**src/rtl/arb_pkg.sv**
```systemverilog
// ---------------------------------------------------------------------------
// arb_pkg
// Shared definitions for the data-RAM arbiter:
//   - arb_state_t : arbiter FSM state encoding
//   - REQ_CPU / REQ_IO : requester ids (control unit = 0, I/O-DMA = 1)
//   - LAT_CNT_W : width of the RAM read-latency down-counter
//   - lat_reload() : counter load value for a given RAM read latency
// ---------------------------------------------------------------------------
package arb_pkg;

    typedef enum logic [1:0] {
        ST_IDLE  = 2'd0,
        ST_ISSUE = 2'd1,
        ST_WAIT  = 2'd2
    } arb_state_t;

    localparam logic REQ_CPU = 1'b0;
    localparam logic REQ_IO  = 1'b1;

    localparam int LAT_CNT_W = 4;

    // The WAIT state counts down to zero and samples on the zero cycle, so
    // the counter is loaded with one less than the latency.
    function automatic logic [LAT_CNT_W-1:0] lat_reload(input int lat);
        return LAT_CNT_W'(lat - 1);
    endfunction

endpackage

```
**src/rtl/rr_pick2.sv**
```systemverilog
// ---------------------------------------------------------------------------
// rr_pick2
// Combinational two-way round-robin picker.
//   i_valid0, i_valid1 : pending requests
//   i_last_grant       : id of the most recently accepted requester
//   o_grant_vec[1:0]   : one-hot grant (all zero when nothing is pending)
//   o_grant_id         : id of the granted requester (REQ_CPU when idle)
// On a tie the requester that did not win last time is chosen.
// ---------------------------------------------------------------------------
module rr_pick2
    import arb_pkg::*;
(
    input  logic       i_valid0,
    input  logic       i_valid1,
    input  logic       i_last_grant,
    output logic [1:0] o_grant_vec,
    output logic       o_grant_id
);

    always_comb begin
        o_grant_vec = 2'b00;
        o_grant_id  = REQ_CPU;
        if (i_valid0 && i_valid1) begin
            if (i_last_grant == REQ_IO) begin
                o_grant_vec = 2'b01;
                o_grant_id  = REQ_CPU;
            end else begin
                o_grant_vec = 2'b10;
                o_grant_id  = REQ_IO;
            end
        end else if (i_valid0) begin
            o_grant_vec = 2'b01;
            o_grant_id  = REQ_CPU;
        end else if (i_valid1) begin
            o_grant_vec = 2'b10;
            o_grant_id  = REQ_IO;
        end
    end

endmodule

```
**src/rtl/ram_arbiter.sv**
```systemverilog
// ---------------------------------------------------------------------------
// ram_arbiter
// Shares the single data-RAM port between the CPU control unit (req0) and
// the I/O / DMA engine (req1). One transaction is in flight at a time; a
// write takes IDLE+ISSUE, a read takes IDLE+ISSUE+RAM_LAT WAIT cycles and
// returns its data as a one-cycle rvalid pulse on the winning port.
//
// Ports:
//   clk, reset                 : clock, synchronous active-high reset
//   i_reqN_valid/we/addr/wdata : requester N transaction (held until ready)
//   o_reqN_ready               : combinational accept, IDLE only
//   o_reqN_rvalid/rdata        : read return pulse / data held until the
//                                next read return to the same port
//   o_ram_rd/wr/addr/wdata     : RAM strobes, address and write data
//   i_ram_rdata                : RAM read data
//   o_busy                     : transaction in ISSUE or WAIT
//   o_last_grant               : id of the most recently accepted requester
//
// FSM states:
//   state    | meaning
//   ST_IDLE  | open for a new request; read data pulse shows here
//   ST_ISSUE | one cycle driving RAM strobe, address and write data
//   ST_WAIT  | waiting out the RAM read latency, address held
// ---------------------------------------------------------------------------
module ram_arbiter
    import arb_pkg::*;
#(
    parameter int DATA_W  = 14,
    parameter int ADDR_W  = 12,
    parameter int RAM_LAT = 2
) (
    input  logic              clk,
    input  logic              reset,

    input  logic              i_req0_valid,
    input  logic              i_req0_we,
    input  logic [ADDR_W-1:0] i_req0_addr,
    input  logic [DATA_W-1:0] i_req0_wdata,
    output logic              o_req0_ready,
    output logic              o_req0_rvalid,
    output logic [DATA_W-1:0] o_req0_rdata,

    input  logic              i_req1_valid,
    input  logic              i_req1_we,
    input  logic [ADDR_W-1:0] i_req1_addr,
    input  logic [DATA_W-1:0] i_req1_wdata,
    output logic              o_req1_ready,
    output logic              o_req1_rvalid,
    output logic [DATA_W-1:0] o_req1_rdata,

    output logic              o_ram_rd,
    output logic              o_ram_wr,
    output logic [ADDR_W-1:0] o_ram_addr,
    output logic [DATA_W-1:0] o_ram_wdata,
    input  logic [DATA_W-1:0] i_ram_rdata,

    output logic              o_busy,
    output logic              o_last_grant
);

    localparam logic [LAT_CNT_W-1:0] LAT_LOAD = lat_reload(RAM_LAT);

    arb_state_t            r_state;
    arb_state_t            w_state_nxt;

    logic                  r_we;
    logic                  r_id;
    logic [ADDR_W-1:0]     r_addr;
    logic [DATA_W-1:0]     r_wdata;
    logic                  r_last_grant;
    logic [LAT_CNT_W-1:0]  r_lat_cnt;

    logic                  r_rvalid0;
    logic                  r_rvalid1;
    logic [DATA_W-1:0]     r_rdata0;
    logic [DATA_W-1:0]     r_rdata1;

    logic [1:0]            w_grant_vec;
    logic                  w_grant_id;
    logic                  w_idle_open;
    logic                  w_accept;
    logic                  w_rd_done;

    rr_pick2 u_pick (
        .i_valid0     (i_req0_valid),
        .i_valid1     (i_req1_valid),
        .i_last_grant (r_last_grant),
        .o_grant_vec  (w_grant_vec),
        .o_grant_id   (w_grant_id)
    );

    // ready is gated by reset so nothing is accepted in a reset cycle.
    assign w_idle_open  = (r_state == ST_IDLE) && !reset;
    assign o_req0_ready = w_idle_open && w_grant_vec[0];
    assign o_req1_ready = w_idle_open && w_grant_vec[1];

    // The picker only grants a valid requester, so any ready is an accept.
    assign w_accept     = o_req0_ready || o_req1_ready;

    assign w_rd_done    = (r_state == ST_WAIT) && (r_lat_cnt == '0);

    // -----------------------------------------------------------------------
    // FSM
    // -----------------------------------------------------------------------
    always_ff @(posedge clk) begin
        if (reset) begin
            r_state <= ST_IDLE;
        end else begin
            r_state <= w_state_nxt;
        end
    end

    always_comb begin
        w_state_nxt = r_state;
        o_ram_rd    = 1'b0;
        o_ram_wr    = 1'b0;
        o_busy      = 1'b0;
        unique case (r_state)
            ST_IDLE: begin
                if (w_accept) begin
                    w_state_nxt = ST_ISSUE;
                end
            end
            ST_ISSUE: begin
                o_busy   = 1'b1;
                o_ram_rd = !r_we;
                o_ram_wr = r_we;
                w_state_nxt = r_we ? ST_IDLE : ST_WAIT;
            end
            ST_WAIT: begin
                o_busy = 1'b1;
                if (r_lat_cnt == '0) begin
                    w_state_nxt = ST_IDLE;
                end
            end
            default: begin
                w_state_nxt = ST_IDLE;
            end
        endcase
    end

    // -----------------------------------------------------------------------
    // Transaction capture at accept
    // -----------------------------------------------------------------------
    always_ff @(posedge clk) begin
        if (reset) begin
            r_we         <= 1'b0;
            r_id         <= REQ_CPU;
            r_addr       <= '0;
            r_wdata      <= '0;
            r_last_grant <= REQ_IO;
        end else if (w_accept) begin
            r_id         <= w_grant_id;
            r_last_grant <= w_grant_id;
            if (w_grant_id == REQ_IO) begin
                r_we    <= i_req1_we;
                r_addr  <= i_req1_addr;
                r_wdata <= i_req1_wdata;
            end else begin
                r_we    <= i_req0_we;
                r_addr  <= i_req0_addr;
                r_wdata <= i_req0_wdata;
            end
        end
    end

    // The latched address/data stay on the RAM bus through ISSUE and WAIT.
    assign o_ram_addr   = r_addr;
    assign o_ram_wdata  = r_wdata;
    assign o_last_grant = r_last_grant;

    // -----------------------------------------------------------------------
    // Read-latency down-counter
    // -----------------------------------------------------------------------
    always_ff @(posedge clk) begin
        if (reset) begin
            r_lat_cnt <= '0;
        end else if ((r_state == ST_ISSUE) && !r_we) begin
            r_lat_cnt <= LAT_LOAD;
        end else if ((r_state == ST_WAIT) && (r_lat_cnt != '0)) begin
            r_lat_cnt <= r_lat_cnt - LAT_CNT_W'(1);
        end
    end

    // -----------------------------------------------------------------------
    // Read return: data sampled on the terminal WAIT cycle, pulse follows
    // -----------------------------------------------------------------------
    always_ff @(posedge clk) begin
        if (reset) begin
            r_rvalid0 <= 1'b0;
            r_rvalid1 <= 1'b0;
            r_rdata0  <= '0;
            r_rdata1  <= '0;
        end else begin
            r_rvalid0 <= w_rd_done && (r_id == REQ_CPU);
            r_rvalid1 <= w_rd_done && (r_id == REQ_IO);
            if (w_rd_done && (r_id == REQ_CPU)) begin
                r_rdata0 <= i_ram_rdata;
            end
            if (w_rd_done && (r_id == REQ_IO)) begin
                r_rdata1 <= i_ram_rdata;
            end
        end
    end

    assign o_req0_rvalid = r_rvalid0;
    assign o_req1_rvalid = r_rvalid1;
    assign o_req0_rdata  = r_rdata0;
    assign o_req1_rdata  = r_rdata1;

endmodule

```
**config.mk**
```make
export PLATFORM = sky130hd
export DESIGN_NAME = ram_arbiter
export DESIGN_NICKNAME = d
export VERILOG_FILES = /design/src/rtl/arb_pkg.sv /design/src/rtl/rr_pick2.sv /design/src/rtl/ram_arbiter.sv
export SDC_FILE = /design/constraint.sdc
export NUM_CORES = 1
export LEC_CHECK = 0
export CAP_MARGIN = 5
export CORE_ASPECT_RATIO = 0.8
export CORE_MARGIN = 1.5
export CORE_UTILIZATION = 41
export DETAILED_ROUTE_END_ITERATION = 12
export PLACE_DENSITY_LB_ADDON = 0.08
export SYNTH_ARGS = -nofsm -noshare
export SYNTH_HDL_FRONTEND = slang
export SYNTH_HIERARCHICAL = 1
export SYNTH_SLANG_ARGS = --single-unit
```
**constraint.sdc**
```tcl
create_clock -name clk -period 1.9 [get_ports clk]
set_clock_uncertainty 0.1 [all_clocks]
set_input_delay 0.38 -clock clk [delete_from_list [all_inputs] [get_ports clk]]
set_output_delay 0.38 -clock clk [all_outputs]
set_load 0.01 [all_outputs]
```
==> results of run 1 <==
## sequential cells by signal (all words and copies together) (netlist names)
signal,count
o_req1_rdata,14
r_we,1
o_req0_rdata,14
r_id,1
o_req0_rvalid,1
r_lat_cnt,4
r_state,2
o_ram_wdata,14
o_last_grant,1
o_ram_addr,12
o_req1_rvalid,1
## cell type report
| class | count | area (um^2) | area share (%) |
|---|---|---|---|
| Multi-Input combinational cell | 213 | 1450 | 31.38 |
| Inverter | 6 | 22.52 | 0.4874 |
| Clock buffer | 10 | 137.6 | 2.979 |
| Tap cell | 87 | 108.9 | 2.356 |
| Sequential cell | 65 | 1304 | 28.22 |
| Clock inverter | 6 | 115.1 | 2.491 |
| Timing Repair Buffer | 149 | 1483 | 32.09 |
## placed cells by master (no fill, tap or decap), types with 2 or more instances in the layout
cell type and count:
buf_2 5, and2_4 2, nor3_1 2, nand2_1 52, clkbuf_8 10, buf_8 2, clkdlybuf4s50_1 127, and2_1 3
a21oi_2 10, buf_4 11, nand3_1 2, a211oi_2 23, and2b_4 2, a211oi_1 5, ha_1 4, mux2i_1 27
xor2_1 2, nand2b_1 2, a21oi_1 22, o21ai_0 2, dfxtp_2 2, inv_1 6, buf_12 2, dfxtp_1 63
clkinv_4 2, nand2_2 10, nor2_1 33, bufinv_16 3
## worst paths after layout
| kind | start | endpoint | slack, ns | cells after the start |
|---|---|---|---|---|
| setup / recovery | i_req0_valid | o_ram_addr[2]$_SDFFE_PP0P_ | 0.05 | 9 |
| setup reg to reg | o_last_grant$_SDFFE_PP1P_ | o_ram_addr[2]$_SDFFE_PP0P_ | 0.18 | 8 |
| hold reg to reg | o_req1_rdata[3]$_SDFFE_PP0P_ | o_req1_rdata[3]$_SDFFE_PP0P_ | 0.35 | 2 |
| hold / removal | o_req1_rdata[3]$_SDFFE_PP0P_ | o_req1_rdata[3]$_SDFFE_PP0P_ | 0.35 | 2 |
## what timing repair did
item,CTS,global route
hold endpoints to repair,0,0
pin swaps,1,2
hold buffers,0,0
cloned,0,1
setup buffers,0,1
resized for setup,20,9
endpoints found under the setup margin,6,13
## per-stage QoR
step / cells / utilization (%) / cell area (um^2) / hold slack [ns] / TNS [ns]
5_1_grt: 536 / 67.38 / 4621 / 0.3745 / -0.09554
3_3_place_gp: 518 / 62.94 / 4317 / 0.3413 / -7.580
4_1_cts: 534 / 66.41 / 4554 / 0.3521 / 0
6_report: 536 / 67.38 / 4621 / 0.3542 / 0
3_5_place_dp: 518 / 62.94 / 4317 / 0.3465 / -9.224
2_1_floorplan: 305 / - / 2895 / 0.3655 / 0
## cells by family (layout without fill, tap and decap cells)
logic type	count (synthesis)	in the layout	synth area share, %
AOI/OAI and AO/OA	66	66	19.14
adders and majority gates	4	4	1.729
buffers and inverters	27	171	6.179
xor gates and xnor gates	3	3	0.9077
and+or+nand+nor	113	113	17.76
DFF	65	65	44.94
muxes	27	27	9.335
## power by group through the flow
| stage | sequential [mW] | combinational (mW) | clock (mW) |
|---|---|---|---|
| finish | 1.50 | 0.854 | 1.45 |
| global route | 1.51 | 0.923 | 1.56 |
| CTS | 1.50 | 0.824 | 1.48 |
| detailed placement | 1.53 | 0.829 | 0 |
| global placement | 1.52 | 0.813 | 0 |
| floorplan | 1.56 | 0.383 | 0 |
## routing by layer
layer | vias up | global-route usage [%]
li1 | 1308 | -
met1 | 1209 | 25.81
met2 | 70 | 33.22
met3 | 4 | 7.836
met4 | 0 | 5.072
met5 | - | 0
## worst max-delay path, cell delays in order
cell,delay [ns]
clkdlybuf4s50_1,0.42
buf_4,0.15
a21boi_4,0.12
buf_4,0.14
nor2_1,0.05
and2b_4,0.33
buf_12,0.17
nor2_1,0.05
a211oi_2,0.18
==> impl_metrics.tcl, run 1 <==
set metrics [dict create \
    status "finished clean" \
    drv_slew 0 \
    wl_met3_um 408 \
    synth_warnings 6 \
    path_clk_slew_ns 0.07 \
    io_buffers 133 \
    synth_edf_count 0 \
    ys_ff_latch 65 \
    routabilityCongestion 0.7066 \
    yosysSeqAreaShare_pct 44.94 \
    swShare_pct 25.27 \
    wl_met2_um 3455 \
    setup_viol 0 \
    synth_most_common_cell "dfxtp_1" \
    critical_path_class "input pin to register" \
    power.density_nw_per_um2 823.2 \
    nNetsFinal 520 \
    top_layer_used "met4" \
    p_total_mw 3.804 \
    peakVddDrop_v 0.0004406 \
    die_y_um 78.16 \
    fmax_mhz 542.0 \
    cts_tree "built" \
    synth_top_cell_area_share_pct 44.94 \
    antenna_cells 0 \
    areaGrowthSynthToFinish_pct 59.59 \
    grt_pass1_wl_um 12460 \
    hold_class "register to register" \
    fin_crit_sh_pct 97.11 \
    rsz0062_at_grt "yes" \
    route.detailed.wl_per_inst_um 13.90 \
    max-cap-violations 0 \
    wirelength_um 7451 \
    cts-root-buf "clkbuf_8" \
    synth_commonest_cells "dfxtp_1 (65), nand2_1 (52), nor2_1 (34)" \
    vias_per_cell 4.834 \
    leakagePower_nw 1.672 \
    syn_area_per_cell_um2 9.493 \
    power_frac_comb_pct 22.5 \
    clock_sinks 65 \
    wl_met1_um 3541 \
    synth_cells 305 \
    io_pins 134 \
    hpwlAfterDp_um 5270 \
    hold_viol 0 \
    synth_top_cell_by_area "dfxtp_1" \
    h-tree-depth 3 \
    grt_max_degree 35 \
    fin_crit_ns 1.845 \
    dieArea_um2 7578 \
    drive_gt1_share_pct 20.49 \
    cp_max_fo 17 \
    ys_top_cells_by_area "dfxtp_1 (45%), mux2i_1 (9.3%), a211oi_2 (9.1%), nand2_1 (6.7%), nor2_1 (4.4%)" \
    cp.arrival_ns 2.00 \
    core_um2 6858 \
    vias 2591 \
    async_flop_share_pct 0 \
    place_ws_ns -0.3912 \
    numCtsBuffers 9 \
    overflow 0 \
    yosysUniqueCellTypes 34 \
    rows 27 \
    cellInternalPower_mw 2.842 \
    dr.pass1.iters 4 \
    setup_ws_ns 0.05499 \
    synthFlopType "dfxtp_1" \
    ant_nets 0 \
    num-fill-cells 575 \
    crit_path_start_kind "input pin" \
    start_util_pct 42.22 \
    worst_pin_slew_ns 0.4981 \
    clk_path_buf_depth 2 \
    switchingPower_mw 0.9614 \
    cp_data_required_time_ns 2.05 \
    clkPwrFrac_pct 38.2 \
    cp-end-kind "register" \
    netlist_area_um2 2895 \
    die-width_um 96.95 \
    antenna_found_initial 0 \
    drc_errors 0 \
    seqPwrFrac_pct 39.3 \
    first_global_vias 2481 \
    slew_headroom_pct 66.79 \
    synthesis.nets 381 \
    grt_use_total_pct 20.49 \
    drt_iter0_drc 76 \
    clk_latency_ns 0.33 \
]
Power figures use the tool's default switching activity.
==> run 2: changes to the inputs <==
CORE_UTILIZATION = 60   (was 41)
DONT_BUFFER_PORTS = 1   (was unset)
==> run 2 against run 1 <==
Critical path depth shrank 6. Non-clock buffer count is 139 lower. Die area down 31%. Hold slack worse by 0.31 ns. Setup slack better by 0.036 ns. Fmax is 2.0% higher. Critical path type is now register to output pin. Global-route usage rose by 3.7 points. Sequential cell count unchanged. Wire length is 16% lower. Final area is 31% lower.
==> impl_metrics.tcl, run 2 (synthesis results as in run 1) <==
set metrics [dict create \
    status "finished clean" \
    min_path_cells 1 \
    routabilityCongestion 0.7213 \
    reg2reg_to "o_ram_addr[1]$_SDFFE_PP0P_" \
    rrSetupSlack_ns 0.16 \
    peakVddDrop_v 0.0006094 \
    numCtsBuffers 9 \
    final_common_cell "dfxtp_1" \
    die_y_um 65.13 \
    power.density_nw_per_um2 987.1 \
    core_um2 4624 \
    die-width_um 80.67 \
    route.detailed.wl_per_inst_um 16.86 \
    fin_crit_ns 1.809 \
    antenna_cells 0 \
    cp_slowest_cell "dfxtp_2" \
    io_pins 134 \
    fin_crit_sh_pct 95.20 \
    drive_gt1_share_pct 22.90 \
    grt_use_total_pct 24.20 \
    areaGrowthSynthToFinish_pct 10.07 \
    hpwlAfterDp_um 3921 \
    start_util_pct 62.61 \
    fin_cells 370 \
    cp_max_fo 14 \
    cp-end-kind "output pin" \
    num-fill-cells 371 \
    crit_chain "a21boi_4, buf_12, and2_1" \
    vias 2079 \
    io_buffers 0 \
    critical_path.max_stage_delay_ns 0.37 \
    wirelength_um 6240 \
    crit_start "o_last_grant$_SDFFE_PP1P_" \
    nNetsFinal 381 \
    cts_tree "built" \
    p_total_mw 3.146 \
    max-cap-violations 0 \
    setup_viol 0 \
    slew_headroom_pct 28.89 \
    cp.arrival_ns 1.33 \
    overflow 0 \
    path_clk_slew_ns 0.07 \
    grt_max_degree 34 \
    critical_path_class "register to output pin" \
    vias_per_cell 5.619 \
    clk_latency_ns 0.33 \
    antenna_found_initial 0 \
    leakagePower_nw 1.119 \
    rows 22 \
    drt_iter0_drc 58 \
    clk_path_buf_depth 2 \
    postCtsSetupRepairBufs 0 \
    reg2reg_from "o_last_grant$_SDFFE_PP1P_" \
    dieArea_um2 5254 \
    worst_pin_slew_ns 1.063 \
    dr.pass1.iters 4 \
    h-tree-depth 3 \
    hold_viol 0 \
    drv_slew 0 \
    holdWs_ns 0.04333 \
    clock_sinks 65 \
    drc_errors 0 \
    layout_common_cells "dfxtp_1 (64), nand2_1 (52), nor2_1 (34)" \
    setup_tns_ns 0 \
    reg2regPathDepth 7 \
    hold_class "input pin to register" \
    ant_nets 0 \
    first_global_vias 2005 \
    setup.worst_path.end "o_req1_ready" \
    rsz0062_at_grt "no" \
    cp_data_required_time_ns 1.42 \
    dp.cells 348 \
    grt_pass1_wl_um 9432 \
    fmax_mhz 552.8 \
    cts-root-buf "clkbuf_8" \
    crit_path_start_kind "register" \
]
run 2: per-layer routing:
| metal | track usage, % | up-vias | wire length (um) | share of wire (%) |
|---|---|---|---|---|
| met3 | 9.306 | 5 | 496 | 7.9 |
| met1 | 29.14 | 959 | 2719 | 44 |
| met2 | 39.18 | 80 | 2988 | 48 |
| li1 | - | 1035 | - | - |
| met5 | 0 | - | 0 | 0 |
| met4 | 9.052 | 0 | 36 | 0.58 |
run 2: area by class of cell:
type | instances | area [um^2] | area share [%]
multi-input combinational | 213 | 1438 | 45.11
clock inverter | 3 | 40.04 | 1.256
timing repair buffer | 10 | 160.2 | 5.026
inverter | 6 | 22.52 | 0.7067
tap | 60 | 75.07 | 2.356
sequential | 65 | 1303 | 40.87
clock buffer | 13 | 148.9 | 4.672
run 2: what timing repair did:
action / in CTS / in global routing
hold buffers: 4 / 1
resized for setup: 0 / 4
hold endpoints to repair: 33 / 2
endpoints found under the setup margin: 1 / 4
gates cloned: 1 / 0
run 2: where the power goes:
part	switching, mW	internal [mW]	leakage, nW	total (mW)
Combinational	0.254	0.208	0.492	0.462
Sequential	0.100	1.45	0.530	1.55
Clock	0.491	0.640	0.0974	1.13
Total	0.845	2.30	1.12	3.15
run 2: how the worst min path moves through the flow:
| stage | to | slack (ns) | start |
|---|---|---|---|
| 2_1_floorplan | r_id$_SDFFE_PP0P_ | 0.37 | r_id$_SDFFE_PP0P_ |
| 3_3_place_gp | o_req0_rdata[0]$_SDFFE_PP0P_ | 0.35 | reset |
| 3_5_place_dp | o_req0_rdata[0]$_SDFFE_PP0P_ | 0.35 | reset |
| 4_1_cts | o_req0_rdata[5]$_SDFFE_PP0P_ | 0.0009 | reset |
| 5_1_grt | r_state[1]$_SDFFE_PP0P_ | 0.03 | reset |
| 6_report | r_state[1]$_SDFFE_PP0P_ | 0.04 | reset |
run 2: stage by stage:
stage	utilization (%)	setup slack [ns]	instance area [um^2]
floorplan	-	0.2149	2895
global placement	62.58	0.2089	2894
detailed placement	62.58	0.1547	2894
CTS	68.45	0.02825	3166
global route	68.91	0.009905	3187
finish	68.91	0.09111	3187
run 2: critical path: cells and delay by family (launching register included):
family / cells / cell delay, ns
buffers and inverters: 1 / 0.19
and+or+nand+nor: 1 / 0.19
AOI/OAI and AO/OA: 1 / 0.25
DFF: 1 / 0.37
